[src/rtl/gpio_pkg.sv]
// rtl/gpio_pkg.sv - shared defaults, FSM encoding and helpers for the GPIO interrupt controller
package gpio_pkg;

    localparam int GPIO_PORT_NUM_DEF = 32;
    localparam int ID_W_DEF          = $clog2(GPIO_PORT_NUM_DEF);
    localparam int SYNC_STAGES_DEF   = 2;

    typedef enum logic [1:0] {
        ST_WARM    = 2'd0,
        ST_IDLE    = 2'd1,
        ST_PRESENT = 2'd2
    } gpio_state_e;

    function automatic int wrap_inc(input int idx, input int n);
        return (idx == n - 1) ? 0 : idx + 1;
    endfunction

endpackage

[src/rtl/gpio_rr_arbiter.sv]
// rtl/gpio_rr_arbiter.sv - combinational find-first-set starting at a pointer, wrapping at N-1
module gpio_rr_arbiter
    import gpio_pkg::*;
#(
    parameter int N    = GPIO_PORT_NUM_DEF,
    parameter int ID_W = ID_W_DEF
) (
    input  logic [N-1:0]    req,
    input  logic [ID_W-1:0] ptr,
    output logic [ID_W-1:0] gnt_id,
    output logic            gnt_any
);

    int idx;

    // Scan from the farthest offset down so the nearest set bit at/after ptr wins.
    always_comb begin
        gnt_id  = '0;
        gnt_any = 1'b0;
        idx     = 0;
        for (int k = N - 1; k >= 0; k--) begin
            idx = int'(ptr) + k;
            if (idx >= N) begin
                idx = idx - N;
            end
            if (req[idx]) begin
                gnt_id  = ID_W'(idx);
                gnt_any = 1'b1;
            end
        end
    end

endmodule

[src/rtl/gpio_irq_ctrl.sv]
// rtl/gpio_irq_ctrl.sv - GPIO edge-event interrupt controller with round-robin pin-ID stream
module gpio_irq_ctrl
    import gpio_pkg::*;
#(
    parameter int GPIO_PORT_NUM = GPIO_PORT_NUM_DEF,
    parameter int SYNC_STAGES   = SYNC_STAGES_DEF,
    parameter int ID_W          = ID_W_DEF
) (
    input  logic                     sys_clk,
    input  logic                     sys_rst,
    input  logic [GPIO_PORT_NUM-1:0] gpio_input_val,
    input  logic [GPIO_PORT_NUM-1:0] cfg_en,
    input  logic [GPIO_PORT_NUM-1:0] cfg_rise,
    input  logic [GPIO_PORT_NUM-1:0] cfg_fall,
    input  logic                     clr_valid,
    input  logic [GPIO_PORT_NUM-1:0] clr_mask,
    output logic [GPIO_PORT_NUM-1:0] pending,
    output logic                     irq,
    output logic                     irq_valid,
    output logic [ID_W-1:0]          irq_id,
    input  logic                     irq_ready
);

    localparam int N     = GPIO_PORT_NUM;
    localparam int CNT_W = $clog2(SYNC_STAGES + 1) + 1;

    logic [N-1:0]     sync_q [SYNC_STAGES];
    logic [N-1:0]     cur;
    logic [N-1:0]     prev_q;
    logic [N-1:0]     pending_q, pending_d;
    logic [N-1:0]     event_vec;
    logic [N-1:0]     clr_vec;
    gpio_state_e      state_q, state_d;
    logic [CNT_W-1:0] warm_cnt_q, warm_cnt_d;
    logic [ID_W-1:0]  irq_id_q, irq_id_d;
    logic [ID_W-1:0]  rr_ptr_q, rr_ptr_d;
    logic             irq_valid_q, irq_valid_d;
    logic             accept;
    logic [ID_W-1:0]  gnt_id;
    logic             gnt_any;

    assign cur    = sync_q[SYNC_STAGES-1];
    assign accept = irq_valid_q & irq_ready;

    // Events are masked while warming up so a pin already high out of reset stays quiet.
    always_comb begin
        event_vec = '0;
        if (state_q != ST_WARM) begin
            event_vec = cfg_en & ((cfg_rise & cur & ~prev_q) | (cfg_fall & ~cur & prev_q));
        end
    end

    always_comb begin
        clr_vec = clr_valid ? clr_mask : '0;
        if (accept) begin
            clr_vec[irq_id_q] = 1'b1;
        end
        pending_d = (pending_q & ~clr_vec) | event_vec;
    end

    gpio_rr_arbiter #(
        .N    (N),
        .ID_W (ID_W)
    ) u_arb (
        .req     (pending_q),
        .ptr     (rr_ptr_q),
        .gnt_id  (gnt_id),
        .gnt_any (gnt_any)
    );

    always_comb begin
        state_d     = state_q;
        warm_cnt_d  = warm_cnt_q;
        irq_id_d    = irq_id_q;
        rr_ptr_d    = rr_ptr_q;
        irq_valid_d = irq_valid_q;
        case (state_q)
            ST_WARM: begin
                if (warm_cnt_q == CNT_W'(SYNC_STAGES)) begin
                    state_d = ST_IDLE;
                end else begin
                    warm_cnt_d = warm_cnt_q + 1'b1;
                end
            end
            ST_IDLE: begin
                if (gnt_any) begin
                    irq_id_d    = gnt_id;
                    irq_valid_d = 1'b1;
                    state_d     = ST_PRESENT;
                end
            end
            ST_PRESENT: begin
                if (accept) begin
                    irq_valid_d = 1'b0;
                    rr_ptr_d    = ID_W'(wrap_inc(int'(irq_id_q), N));
                    state_d     = ST_IDLE;
                end
            end
            default: state_d = ST_WARM;
        endcase
    end

    always_ff @(posedge sys_clk) begin
        if (sys_rst) begin
            for (int s = 0; s < SYNC_STAGES; s++) begin
                sync_q[s] <= '0;
            end
            prev_q      <= '0;
            pending_q   <= '0;
            state_q     <= ST_WARM;
            warm_cnt_q  <= '0;
            irq_id_q    <= '0;
            rr_ptr_q    <= '0;
            irq_valid_q <= 1'b0;
        end else begin
            sync_q[0] <= gpio_input_val;
            for (int s = 1; s < SYNC_STAGES; s++) begin
                sync_q[s] <= sync_q[s-1];
            end
            prev_q      <= cur;
            pending_q   <= pending_d;
            state_q     <= state_d;
            warm_cnt_q  <= warm_cnt_d;
            irq_id_q    <= irq_id_d;
            rr_ptr_q    <= rr_ptr_d;
            irq_valid_q <= irq_valid_d;
        end
    end

    assign pending   = pending_q;
    assign irq       = |pending_q;
    assign irq_valid = irq_valid_q;
    assign irq_id    = irq_id_q;

endmodule

[config.mk]
export PLATFORM = sky130hd
export DESIGN_NAME = gpio_irq_ctrl
export DESIGN_NICKNAME = d
export VERILOG_FILES = /design/src/rtl/gpio_pkg.sv /design/src/rtl/gpio_rr_arbiter.sv /design/src/rtl/gpio_irq_ctrl.sv
export SDC_FILE = /design/constraint.sdc
export NUM_CORES = 1
export LEC_CHECK = 0
export ABC_CLOCK_PERIOD_IN_PS = 12550
export BUFFER_PORTS_ARGS = -buffer_cell sky130_fd_sc_hd__buf_2
export CORE_MARGIN = 1
export CORE_UTILIZATION = 60
export DETAILED_ROUTE_END_ITERATION = 8
export PLACE_DENSITY = 0.91
export RECOVER_POWER = 100
export SLEW_MARGIN = 20
export SYNTH_ARGS = -nofsm -noshare
export SYNTH_HDL_FRONTEND = slang
export SYNTH_SLANG_ARGS = --single-unit
[constraint.sdc]
create_clock -name sys_clk -period 12.55 [get_ports sys_clk]
set_clock_uncertainty 0.05 [all_clocks]
set_input_delay 0.6275 -clock sys_clk [delete_from_list [all_inputs] [get_ports sys_clk]]
set_output_delay 0.6275 -clock sys_clk [all_outputs]
set_load 0.01 [all_outputs]
==> results of run 1 <==
## synthesized netlist by cell type (6+ instances only)
| cell | count | area, µm² |
|---|---|---|
| nand2_1 | 172 | 645.6 |
| dfxtp_1 | 144 | 2883 |
| nor2b_1 | 106 | 663.1 |
| a21oi_1 | 76 | 380.4 |
| mux4_2 | 76 | 1712 |
| nand3_1 | 73 | 365.4 |
| clkbuf_1 | 54 | 202.7 |
| nor2_1 | 47 | 176.4 |
| mux2i_1 | 45 | 450.4 |
| o22ai_1 | 37 | 231.5 |
| o211ai_1 | 33 | 247.7 |
| o21ai_0 | 28 | 140.1 |
| nor3_1 | 26 | 130.1 |
| xnor2_1 | 25 | 219.0 |
| ha_1 | 20 | 250.2 |
| mux2_2 | 17 | 191.4 |
| inv_1 | 16 | 60.06 |
| a31oi_1 | 13 | 81.33 |
| nor4_1 | 13 | 81.33 |
| mux4_1 | 10 | 262.8 |
| nand4_1 | 10 | 62.56 |
| nand2b_1 | 9 | 56.30 |
| buf_2 | 8 | 40.04 |
| a211oi_1 | 7 | 52.55 |
| nor3b_1 | 7 | 52.55 |
| o21a_1 | 7 | 52.55 |
| a21boi_0 | 6 | 45.04 |
| a22oi_1 | 6 | 45.04 |
| buf_1 | 6 | 22.52 |
| o21ai_1 | 6 | 30.03 |
| o31ai_1 | 6 | 45.04 |
| or3_1 | 6 | 37.54 |
| xor2_1 | 6 | 52.55 |
## power by group
part / internal, mW / switching (mW)
clock: 0.271 / 0.255
sequential: 0.477 / 0.0225
combinational: 0.0691 / 0.101
## final cells by class
class                      instances  share of cell area (%)
sequential                       144                   23.04
clock buffer                      17                   3.398
inverter                          20                  0.5996
clock inverter                    15                   1.429
timing repair buffer             220                   8.664
multi-input combinational        986                   60.60
tap                              225                   2.248
antenna                            1                 0.01999
## per-stage QoR
| step | util, % | area (µm²) | std cells |
|---|---|---|---|
| 3_5_place_dp | 68.54 | 11980 | 1595 |
| 2_1_floorplan | - | 10870 | 1224 |
| 3_3_place_gp | 68.54 | 11980 | 1595 |
| 5_1_grt | 71.64 | 12520 | 1628 |
| 6_report | 71.64 | 12520 | 1628 |
| 4_1_cts | 71.99 | 12580 | 1627 |
## cell families after synthesis
group,count (synthesis),share of synthesized area (%)
adders and majority gates,20,2.303
AOI/OAI and AO/OA,279,16.86
and+or+nand+nor,501,23.03
xor gates and xnor gates,35,3.097
muxes,151,24.47
buffers and inverters,94,3.719
DFF,144,26.53
## how the worst max path moves through the flow
| stage | from | end | cells after the start |
|---|---|---|---|
| 3_5_place_dp | rr_ptr_q[1] | irq_id[1] | 12 |
| 2_1_floorplan | rr_ptr_q[1] | irq_id[1] | 15 |
| 6_report | rr_ptr_q[1] | irq_id[1] | 12 |
| 5_1_grt | rr_ptr_q[1] | irq_id[1] | 12 |
| 4_1_cts | rr_ptr_q[1] | irq_id[1] | 12 |
| 3_3_place_gp | rr_ptr_q[1] | irq_id[1] | 12 |
## state kept, by name (all words and copies together) (netlist names)
signal and cells:
irq_valid 1, prev_q 32, sync_q 64, state_q 2, pending 32, irq_id 5, rr_ptr_q 5, warm_cnt_q 3
## placed cells by master, fill, tap and decap left out, types with 7 or more instances in the layout
cell / count
nor3b_1: 7
mux2_2: 17
nand3_1: 73
nor2_1: 47
inv_8: 7
a21oi_1: 76
nand2b_1: 9
inv_1: 16
nor4_1: 13
clkbuf_1: 43
o22ai_1: 37
xnor2_1: 24
nand4_1: 10
buf_2: 162
dfxtp_1: 142
mux4_2: 76
clkbuf_16: 17
buf_4: 15
a31oi_1: 13
o21ai_0: 29
a211oi_1: 7
nor2b_1: 106
ha_1: 20
mux2i_1: 45
o211ai_1: 33
nor3_1: 26
mux4_1: 10
nand2_1: 172
o21a_1: 7
## critical path, delay by kind of cell, from the launching register on
family,cells,cell delay (ns)
flops,1,0.32
fa+ha+maj,1,0.64
compound gates,3,0.63
buf+inv,3,3.94
simple gates,2,0.58
mux,3,1.64
## per-layer routing
layer | wire, µm | global-route usage (%)
met5 | 0 | 0
met2 | 19310 | 73.32
met1 | 15310 | 57.88
met4 | 3630 | 33.89
met3 | 5851 | 15.44
==> run summary, run 1 <==
Unrepaired setup endpoints after global routing = no
Min-delay worst type = in2reg
Synth cell types = 76
Critical hold path startpoint = gpio_input_val[31]
Quantity of hold-fixing buffers added after cts = 0
Total Power Consumption = 1.195 mW
Pre-antenna DRT Iters = 9
Synthesized netlist cell count = 1224
Startpoint of the worst-slack reg-to-reg timing path = rr_ptr_q[1]
Max-slew violations = 200
Max FO, Critical Path = 50
Signal arrival time at the worst endpoint = 8.22 ns
Violated checks = DRC, capacitance limit, slew limit
Worst setup path category = reg2reg
H-tree levels = 4
Horiz. Die Dim = 136.6 µm
Final sum of negative setup slack = 0 ns
DR iter-0 viols = 1821
Max Cap Violations = 3
Number of failing hold endpoints at the final stage = 0
Hold depth = 2
Run status = complete, but fails checks
Share of final-layout standard cells stronger than drive strength 1 = 23.04%
Critical path capture point type = flip-flop
First-pass GRT wire length = 66050 µm
Die Area = 0.01865 mm²
Hold-critical path endpoint = sync_q[0][31]
Proportion of synthesized chip area in sequential cells = 26.53%
Initial antenna violation count = 1
Critical path launch point type = flip-flop
Final setup viols = 0
Post-detailed-placement half-perimeter wirelength = 29500 µm
Setup WS pre-CTS = 7.332 ns
Hold slack = 0.3316 ns
Total vias in the final route = 11856
Root buffer selected by CTS = clkbuf_16
Number of global-route vias before repair = 11424
Number of enable flip-flop cells after synthesis = 0
Total overflow reported by the global router = 0
Synth Register Bits = 144
Synthesized netlist net count = 1408
Filler Cells Inserted = 1258
Row count = 48
Detailed-route DRC error count = 37
Crit share post-route = 63.39%
Required time at the endpoint of the critical path = 12.81 ns
Top Ports = 203
Clock insertion delay at the later pin of the skew report = 0.45 ns
Measured slew at the worst slew-check pin = 3.856 ns
Pin count of the biggest net entering global routing = 91
Layout Area Growth over Synthesis = 15.22%
Avg Synthesized Cell Area = 8.878 µm²
Overall global routing resource usage = 48.25%
Internal reg-to-reg setup slack = 4.59 ns
Max stage delay cell, worst path = clkbuf_1
Total power per unit cell area = 95.42 mW/mm²
Inserted Clock Buffers = 17
Starting density of the core = 62.18%
Maximum achievable frequency = 0.1257 GHz
Area taken by multi-input logic gates = 0.007587 mm²
Final wirelength = 44100 µm
Flip-flop and latch area = 0.002885 mm²
Peak ir drop on the vdd network = 0.0001210 V
Clock Pin Slew Worst Setup and Hold Paths = 0.08 ns
Area of the mapped netlist = 0.01087 mm²
R2r worst-path depth = 12
Synth warnings = 0
Mean number of vias per cell = 7.283
Count of input and output buffers = 202
Average wire per cell in the routed design = 27.09 µm
Post CTS Setup Buffer Count = 0
CP Cell Sequence = clkbuf_1, clkinv_1, ha_1, buf_4, mux4_2, mux4_2, mux2i_1, nand3_1, nor4_1, o21ai_1, o41ai_1, o311ai_0
Lkg Pwr = 4.865 nW
Slew headroom = -157.1%
Clock tree from TritonCTS = yes
Bufs on Longest Clock Path = 2
Final GP Congestion = 1.076
Total clock sinks = 144
Share of synthesized registers carrying an async set or reset = 0%
Post-route antenna net violation count = 0
Cells resized by post-CTS repair = 0
End of the worst register-to-register path = irq_id[1]
Total Nets Final = 1573
Slowest cell delay on critical path = 2.21 ns
Die Span Y = 136.6 µm
Core area = 0.01748 mm²
Final WS setup = 4.595 ns
Final Critical Period = 7.955 ns
Top FF cell, synth = dfxtp_1
Library cell appearing most often on the critical path = mux4_2
Power figures use the tool's default switching activity.
==> run 2, diff against run 1 <==
--- a/config.mk
+++ b/config.mk
@@ -5,12 +5,12 @@
 export SDC_FILE = /design/constraint.sdc
 export NUM_CORES = 1
 export LEC_CHECK = 0
-export ABC_CLOCK_PERIOD_IN_PS = 12550
+export ABC_CLOCK_PERIOD_IN_PS = 7540
 export BUFFER_PORTS_ARGS = -buffer_cell sky130_fd_sc_hd__buf_2
 export CORE_MARGIN = 1
-export CORE_UTILIZATION = 60
+export CORE_UTILIZATION = 57
 export DETAILED_ROUTE_END_ITERATION = 8
-export PLACE_DENSITY = 0.91
+export PLACE_DENSITY = 0.88
 export RECOVER_POWER = 100
 export SLEW_MARGIN = 20
 export SYNTH_ARGS = -nofsm -noshare
==> constraint.sdc (replaced) <==
create_clock -name sys_clk -period 7.54 [get_ports sys_clk]
set_clock_uncertainty 0.05 [all_clocks]
set_input_delay 0.377 -clock sys_clk [delete_from_list [all_inputs] [get_ports sys_clk]]
set_output_delay 0.377 -clock sys_clk [all_outputs]
set_load 0.01 [all_outputs]
==> run summary, run 2 (same netlist as run 1, synthesis figures left out) <==
Peak ir drop on the vdd network = 0.0002079 V
Total power per unit cell area = 157.4 mW/mm²
Required time at the endpoint of the critical path = 7.80 ns
Core area = 0.01871 mm²
Mean number of vias per cell = 7.208
Commonest non-fill, non-tap cell in the layout = nand2_1
Top Ports = 203
Critical path launch point type = flip-flop
Count of input and output buffers = 202
DR iter-0 viols = 1786
Max Cap Violations = 2
Total clock sinks = 144
Worst setup path category = reg2reg
Layout Area Growth over Synthesis = 15.66%
Min-delay worst type = in2reg
First-pass GRT wire length = 65920 µm
Largest Register = sync_q
Post CTS Setup Buffer Count = 0
Post-detailed-placement half-perimeter wirelength = 30370 µm
Final WS setup = 2.057 ns
Average wire per cell in the routed design = 26.20 µm
Pre-antenna DRT Iters = 6
Lkg Pwr = 4.875 nW
Clock share of power = 44.2%
Share of final-layout standard cells stronger than drive strength 1 = 23.22%
Kind of cell adding the most delay to the critical path = simple AND/OR/NAND/NOR gates
H-tree levels = 4
Setup WS pre-CTS = 2.595 ns
Max FO, Critical Path = 29
Pin count of the biggest net entering global routing = 113
Final GP Congestion = 1.066
Switching part of the total power = 31.30%
Most frequent cells in the layout = 172 x nand2_1, 162 x buf_2, 142 x dfxtp_1
Internal power = 1.359 mW
Measured slew at the worst slew-check pin = 4.624 ns
Overall global routing resource usage = 44.31%
Total Nets Final = 1575
Initial antenna violation count = 0
Run status = complete, but fails checks
Final setup viols = 0
Bufs on Longest Clock Path = 2
Horiz. Die Dim = 140.1 µm
Max stage delay cell, worst path = ha_1
Number of global-route vias before repair = 11423
Starting density of the core = 58.09%
Final Critical Period = 5.483 ns
Violated checks = capacitance limit, slew limit
Inserted Clock Buffers = 17
Post-route antenna net violation count = 0
Startpoint of the worst-slack reg-to-reg timing path = rr_ptr_q[3]
Total vias in the final route = 11806
Quantity of hold-fixing buffers added after cts = 0
Net Switching = 0.6194 mW
Slew headroom = -208.2%
Critical path capture point type = flip-flop
Max-slew violations = 149
Crit path buffers/inverters = 2
Clock insertion delay at the later pin of the skew report = 0.44 ns
Share of total power in combinational logic = 14.1%
Total overflow reported by the global router = 0
Die Area = 0.01962 mm²
Crit path from = rr_ptr_q[3]
Final wirelength = 42920 µm
Number of failing hold endpoints at the final stage = 0
Unrepaired setup endpoints after global routing = no
Flip-flop count of the largest register after layout = 64
Cells resized by post-CTS repair = 0
Detailed-route DRC error count = 0
Critical hold path startpoint = gpio_input_val[31]
Final sum of negative setup slack = 0 ns
Crit share post-route = 72.72%
CP Cell Sequence = buf_4, inv_1, ha_1, mux4_1, mux4_2, and2_0, nor2_1, nand3_1, nor4_1, o21ai_1, o41ai_1, o311ai_0
Clock tree from TritonCTS = yes
Maximum achievable frequency = 0.1824 GHz
Signal arrival time at the worst endpoint = 5.74 ns
Clock Pin Slew Worst Setup and Hold Paths = 0.08 ns
Die Span Y = 140.1 µm
Root buffer selected by CTS = clkbuf_16
Number of antenna repair diodes = 0
Row count = 50
Register share of total power = 41.7%
Slowest cell delay on critical path = 1.05 ns
## run 2: changes by cell type in the layout (fill, tap and decap cells not counted), sizes merged
cell	delta
buf	+4
clkbuf	-2
diode	-1
clkinv	+3
clkinvlp	+1
inv	-4
## run 2: worst reg2reg max path: stages (launching register included)
cell and delay [ns]:
dfxtp_1 0.32, buf_4 0.41, inv_1 0.53, ha_1 1.06
mux4_1 0.44, mux4_2 0.48, and2_0 0.25, nor2_1 0.65
nand3_1 0.26, nor4_1 0.25, o21ai_1 0.11, o41ai_1 0.35
o311ai_0 0.19
## run 2: layout make-up
class / count / area [µm²]
multi-input combinational: 986 / 7590
tap: 234 / 292.8
inverter: 20 / 75.07
timing repair buffer: 222 / 1107
clock buffer: 17 / 425.4
sequential: 144 / 2885
fill: 1424 / 6137
clock inverter: 15 / 192.7
## run 2: power by group through the flow
stage | logic (mW) | clock network (mW) | registers (mW)
after global placement | 0.262 | 0 | 0.838
after floorplan | 0.170 | 0 | 0.829
after CTS | 0.271 | 0.872 | 0.823
after detailed placement | 0.267 | 0 | 0.839
after global routing | 0.299 | 0.906 | 0.828
final | 0.279 | 0.874 | 0.826
## run 2: path summary, 6_finish.rpt
path / end / slack [ns] / cells after the start
worst max register to register: irq_id[1] / 2.06 / 12
worst max-delay path: irq_id[1] / 2.06 / 12
worst min-delay path: sync_q[0][31] / 0.09 / 2
worst min register to register: sync_q[0][53] / 0.38 / 1
## run 2: stage by stage
step | util (%) | instances | hold WS (ns) | power (mW) | instance area (µm²)
6_report | 67.19 | 1638 | 0.09191 | 1.979 | 12570
4_1_cts | 67.48 | 1638 | 0.08392 | 1.966 | 12620
2_1_floorplan | - | 1224 | 0.3638 | 0.9990 | 10870
3_5_place_dp | 64.17 | 1606 | 0.3723 | 1.106 | 12000
5_1_grt | 67.19 | 1638 | 0.08708 | 2.033 | 12570
3_3_place_gp | 64.17 | 1606 | 0.3650 | 1.100 | 12000
## run 2: layer usage
| metal | part of all wire [%] | GRT usage, % |
|---|---|---|
| met1 | 35 | 52.54 |
| met2 | 45 | 69.76 |
| met3 | 13 | 12.44 |
| met4 | 7.7 | 31.06 |
| met5 | 0 | 0 |
==> run 3, diff against run 2 <==
--- a/config.mk
+++ b/config.mk
@@ -5,7 +5,7 @@
 export SDC_FILE = /design/constraint.sdc
 export NUM_CORES = 1
 export LEC_CHECK = 0
-export ABC_CLOCK_PERIOD_IN_PS = 7540
+export ABC_CLOCK_PERIOD_IN_PS = 5500
 export BUFFER_PORTS_ARGS = -buffer_cell sky130_fd_sc_hd__buf_2
 export CORE_MARGIN = 1
 export CORE_UTILIZATION = 57
==> constraint.sdc (replaced) <==
create_clock -name sys_clk -period 5.5 [get_ports sys_clk]
set_clock_uncertainty 0.05 [all_clocks]
set_input_delay 0.275 -clock sys_clk [delete_from_list [all_inputs] [get_ports sys_clk]]
set_output_delay 0.275 -clock sys_clk [all_outputs]
set_load 0.01 [all_outputs]
==> run summary, run 3 (same netlist as run 1, synthesis figures left out) <==
Required time at the endpoint of the critical path = 5.76 ns
Internal reg-to-reg setup slack = 0.69 ns
Detailed-route DRC error count = 0
Unrepaired setup endpoints after global routing = no
Die Area = 0.01962 mm²
Clock Pin Slew Worst Setup and Hold Paths = 0.07 ns
Die Span Y = 140.1 µm
Bufs on Longest Clock Path = 2
Peak ir drop on the vdd network = 0.0003150 V
Signal arrival time at the worst endpoint = 5.07 ns
Row count = 50
Total overflow reported by the global router = 0
Clock tree from TritonCTS = yes
Top Ports = 203
Most frequent cells in the layout = 172 x nand2_1, 162 x buf_2, 143 x dfxtp_1
Slowest cell delay on critical path = 0.79 ns
Total Nets Final = 1595
Critical path launch point type = flip-flop
Average wire per cell in the routed design = 25.62 µm
Max stage delay cell, worst path = ha_1
Worst setup path end = irq_id[3]
Pre-antenna DRT Iters = 6
Number of global-route vias before repair = 11315
Post-detailed-placement half-perimeter wirelength = 30260 µm
Setup WS pre-CTS = 0.7207 ns
Largest Register = sync_q
Pin count of the biggest net entering global routing = 111
Total power per unit cell area = 210.4 mW/mm²
Number of failing hold endpoints at the final stage = 1
Core area = 0.01871 mm²
Slew headroom = -45.13%
Run status = complete, but fails checks
Root buffer selected by CTS = clkbuf_16
Violated checks = hold timing, capacitance limit, slew limit
Final sum of negative setup slack = 0 ns
Final WS setup = 0.6905 ns
Inserted Clock Buffers = 17
Max Cap Violations = 2
Startpoint of the worst-slack reg-to-reg timing path = rr_ptr_q[1]
Final GP Congestion = 1.078
Lkg Pwr = 4.955 nW
Commonest non-fill, non-tap cell in the layout = nand2_1
Layout Area Growth over Synthesis = 17.08%
H-tree levels = 4
Starting density of the core = 58.09%
Total clock sinks = 144
Max FO, Critical Path = 49
Maximum achievable frequency = 0.2079 GHz
Final Critical Period = 4.809 ns
Overall global routing resource usage = 43.74%
Critical path capture point type = flip-flop
Min-delay worst type = in2reg
Library cell appearing most often on the critical path = mux2i_1
Post-route cell area = 0.01272 mm²
Flip-flop and latch area = 0.002884 mm²
Hold slack = -0.003917 ns
CP Cell Sequence = buf_4, ha_1, a21boi_0, xnor2_1, mux4_2, mux2i_1, mux2i_1, or4_1, o211ai_1, a211o_1, a31oi_1
Worst setup path category = reg2reg
Filler Cells Inserted = 1396
Final setup viols = 0
Crit share post-route = 87.44%
Count of input and output buffers = 202
Post CTS Setup Buffer Count = 0
Initial antenna violation count = 2
Area taken by multi-input logic gates = 0.007590 mm²
First-pass GRT wire length = 64720 µm
Post-route antenna net violation count = 0
Utilization after layout = 68.01%
Max-slew violations = 149
Total vias in the final route = 11593
Mean number of vias per cell = 6.984
Clock insertion delay at the later pin of the skew report = 0.43 ns
Share of final-layout standard cells stronger than drive strength 1 = 23.53%
End of the worst register-to-register path = irq_id[3]
DR iter-0 viols = 1638
Flip-flop count of the largest register after layout = 64
Final wirelength = 42530 µm
R2r worst-path depth = 11
Placed Instance Area = 0.01207 mm²
Crit path from = rr_ptr_q[1]
Measured slew at the worst slew-check pin = 2.177 ns
Horiz. Die Dim = 140.1 µm
run 3: cell types whose count changed in the layout (fill, tap and decap cells not counted), sizes merged:
cell | previous run | this run
buf | 181 | 190
clkinv | 10 | 5
clkinvlp | 1 | 2
diode | 0 | 2
dlygate4sd3 | 0 | 11
inv | 24 | 28
run 3: worst max-delay path, delay by kind of cell, from the launching register on:
kind / cells / cell delay [ns]
xor+xnor: 1 / 0.51
compound gates: 4 / 0.76
fa+ha+maj: 1 / 0.79
buf+inv: 1 / 0.59
flops: 1 / 0.34
simple gates: 1 / 0.55
mux: 3 / 1.09
run 3: per-layer routing:
metal / global-route usage, % / wire, µm / vias up
met3: 14.32 / 5603 / 225
li1: - / - / 5003
met1: 50.96 / 14750 / 5388
met4: 26.78 / 2925 / 0
met5: 0 / 0 / -
met2: 70.11 / 19250 / 977
run 3: through the flow:
step                std cells  total power [mW]
finish                   1660             2.676
global route             1658             2.760
CTS                      1656             2.666
detailed placement       1615             1.513
global placement         1615             1.505
floorplan                1224             1.370
run 3: layout make-up:
type                    count  share of cell area (%)
inverters                  20                  0.5901
clock inverters            15                   1.288
diodes                      2                 0.03934
multi-input cells         986                   59.66
well taps                 234                   2.301
repair buffers            242                   10.11
clock buffers              17                   3.344
flip-flops and latches    144                   22.67
run 3: repair_timing:
| item | CTS | global route |
|---|---|---|
| hold buffers | 9 | 2 |
| endpoints found under the hold margin | 9 | 2 |
| endpoints found under the setup margin | 0 | 0 |
| gates resized for setup | 0 | 0 |
run 3: how the worst min path moves through the flow:
stage                       start  cells after the start  slack [ns]            end
2_1_floorplan   gpio_input_val[0]                      1        0.35   sync_q[0][0]
5_1_grt        gpio_input_val[16]                      2      0.0008  sync_q[0][16]
6_report       gpio_input_val[25]                      2      -0.004  sync_q[0][25]
4_1_cts        gpio_input_val[25]                      2      0.0007  sync_q[0][25]
3_3_place_gp         sync_q[0][5]                      1        0.37  sync_q[0][37]
3_5_place_dp         sync_q[0][8]                      1        0.37  sync_q[0][40]
run 3: where the power goes:
group | switching [mW] | leakage [nW] | total, mW | internal, mW
Combinational | 0.221 | 3.49 | 0.383 | 0.162
Sequential | 0.0451 | 1.18 | 1.13 | 1.09
Clock | 0.550 | 0.283 | 1.16 | 0.610
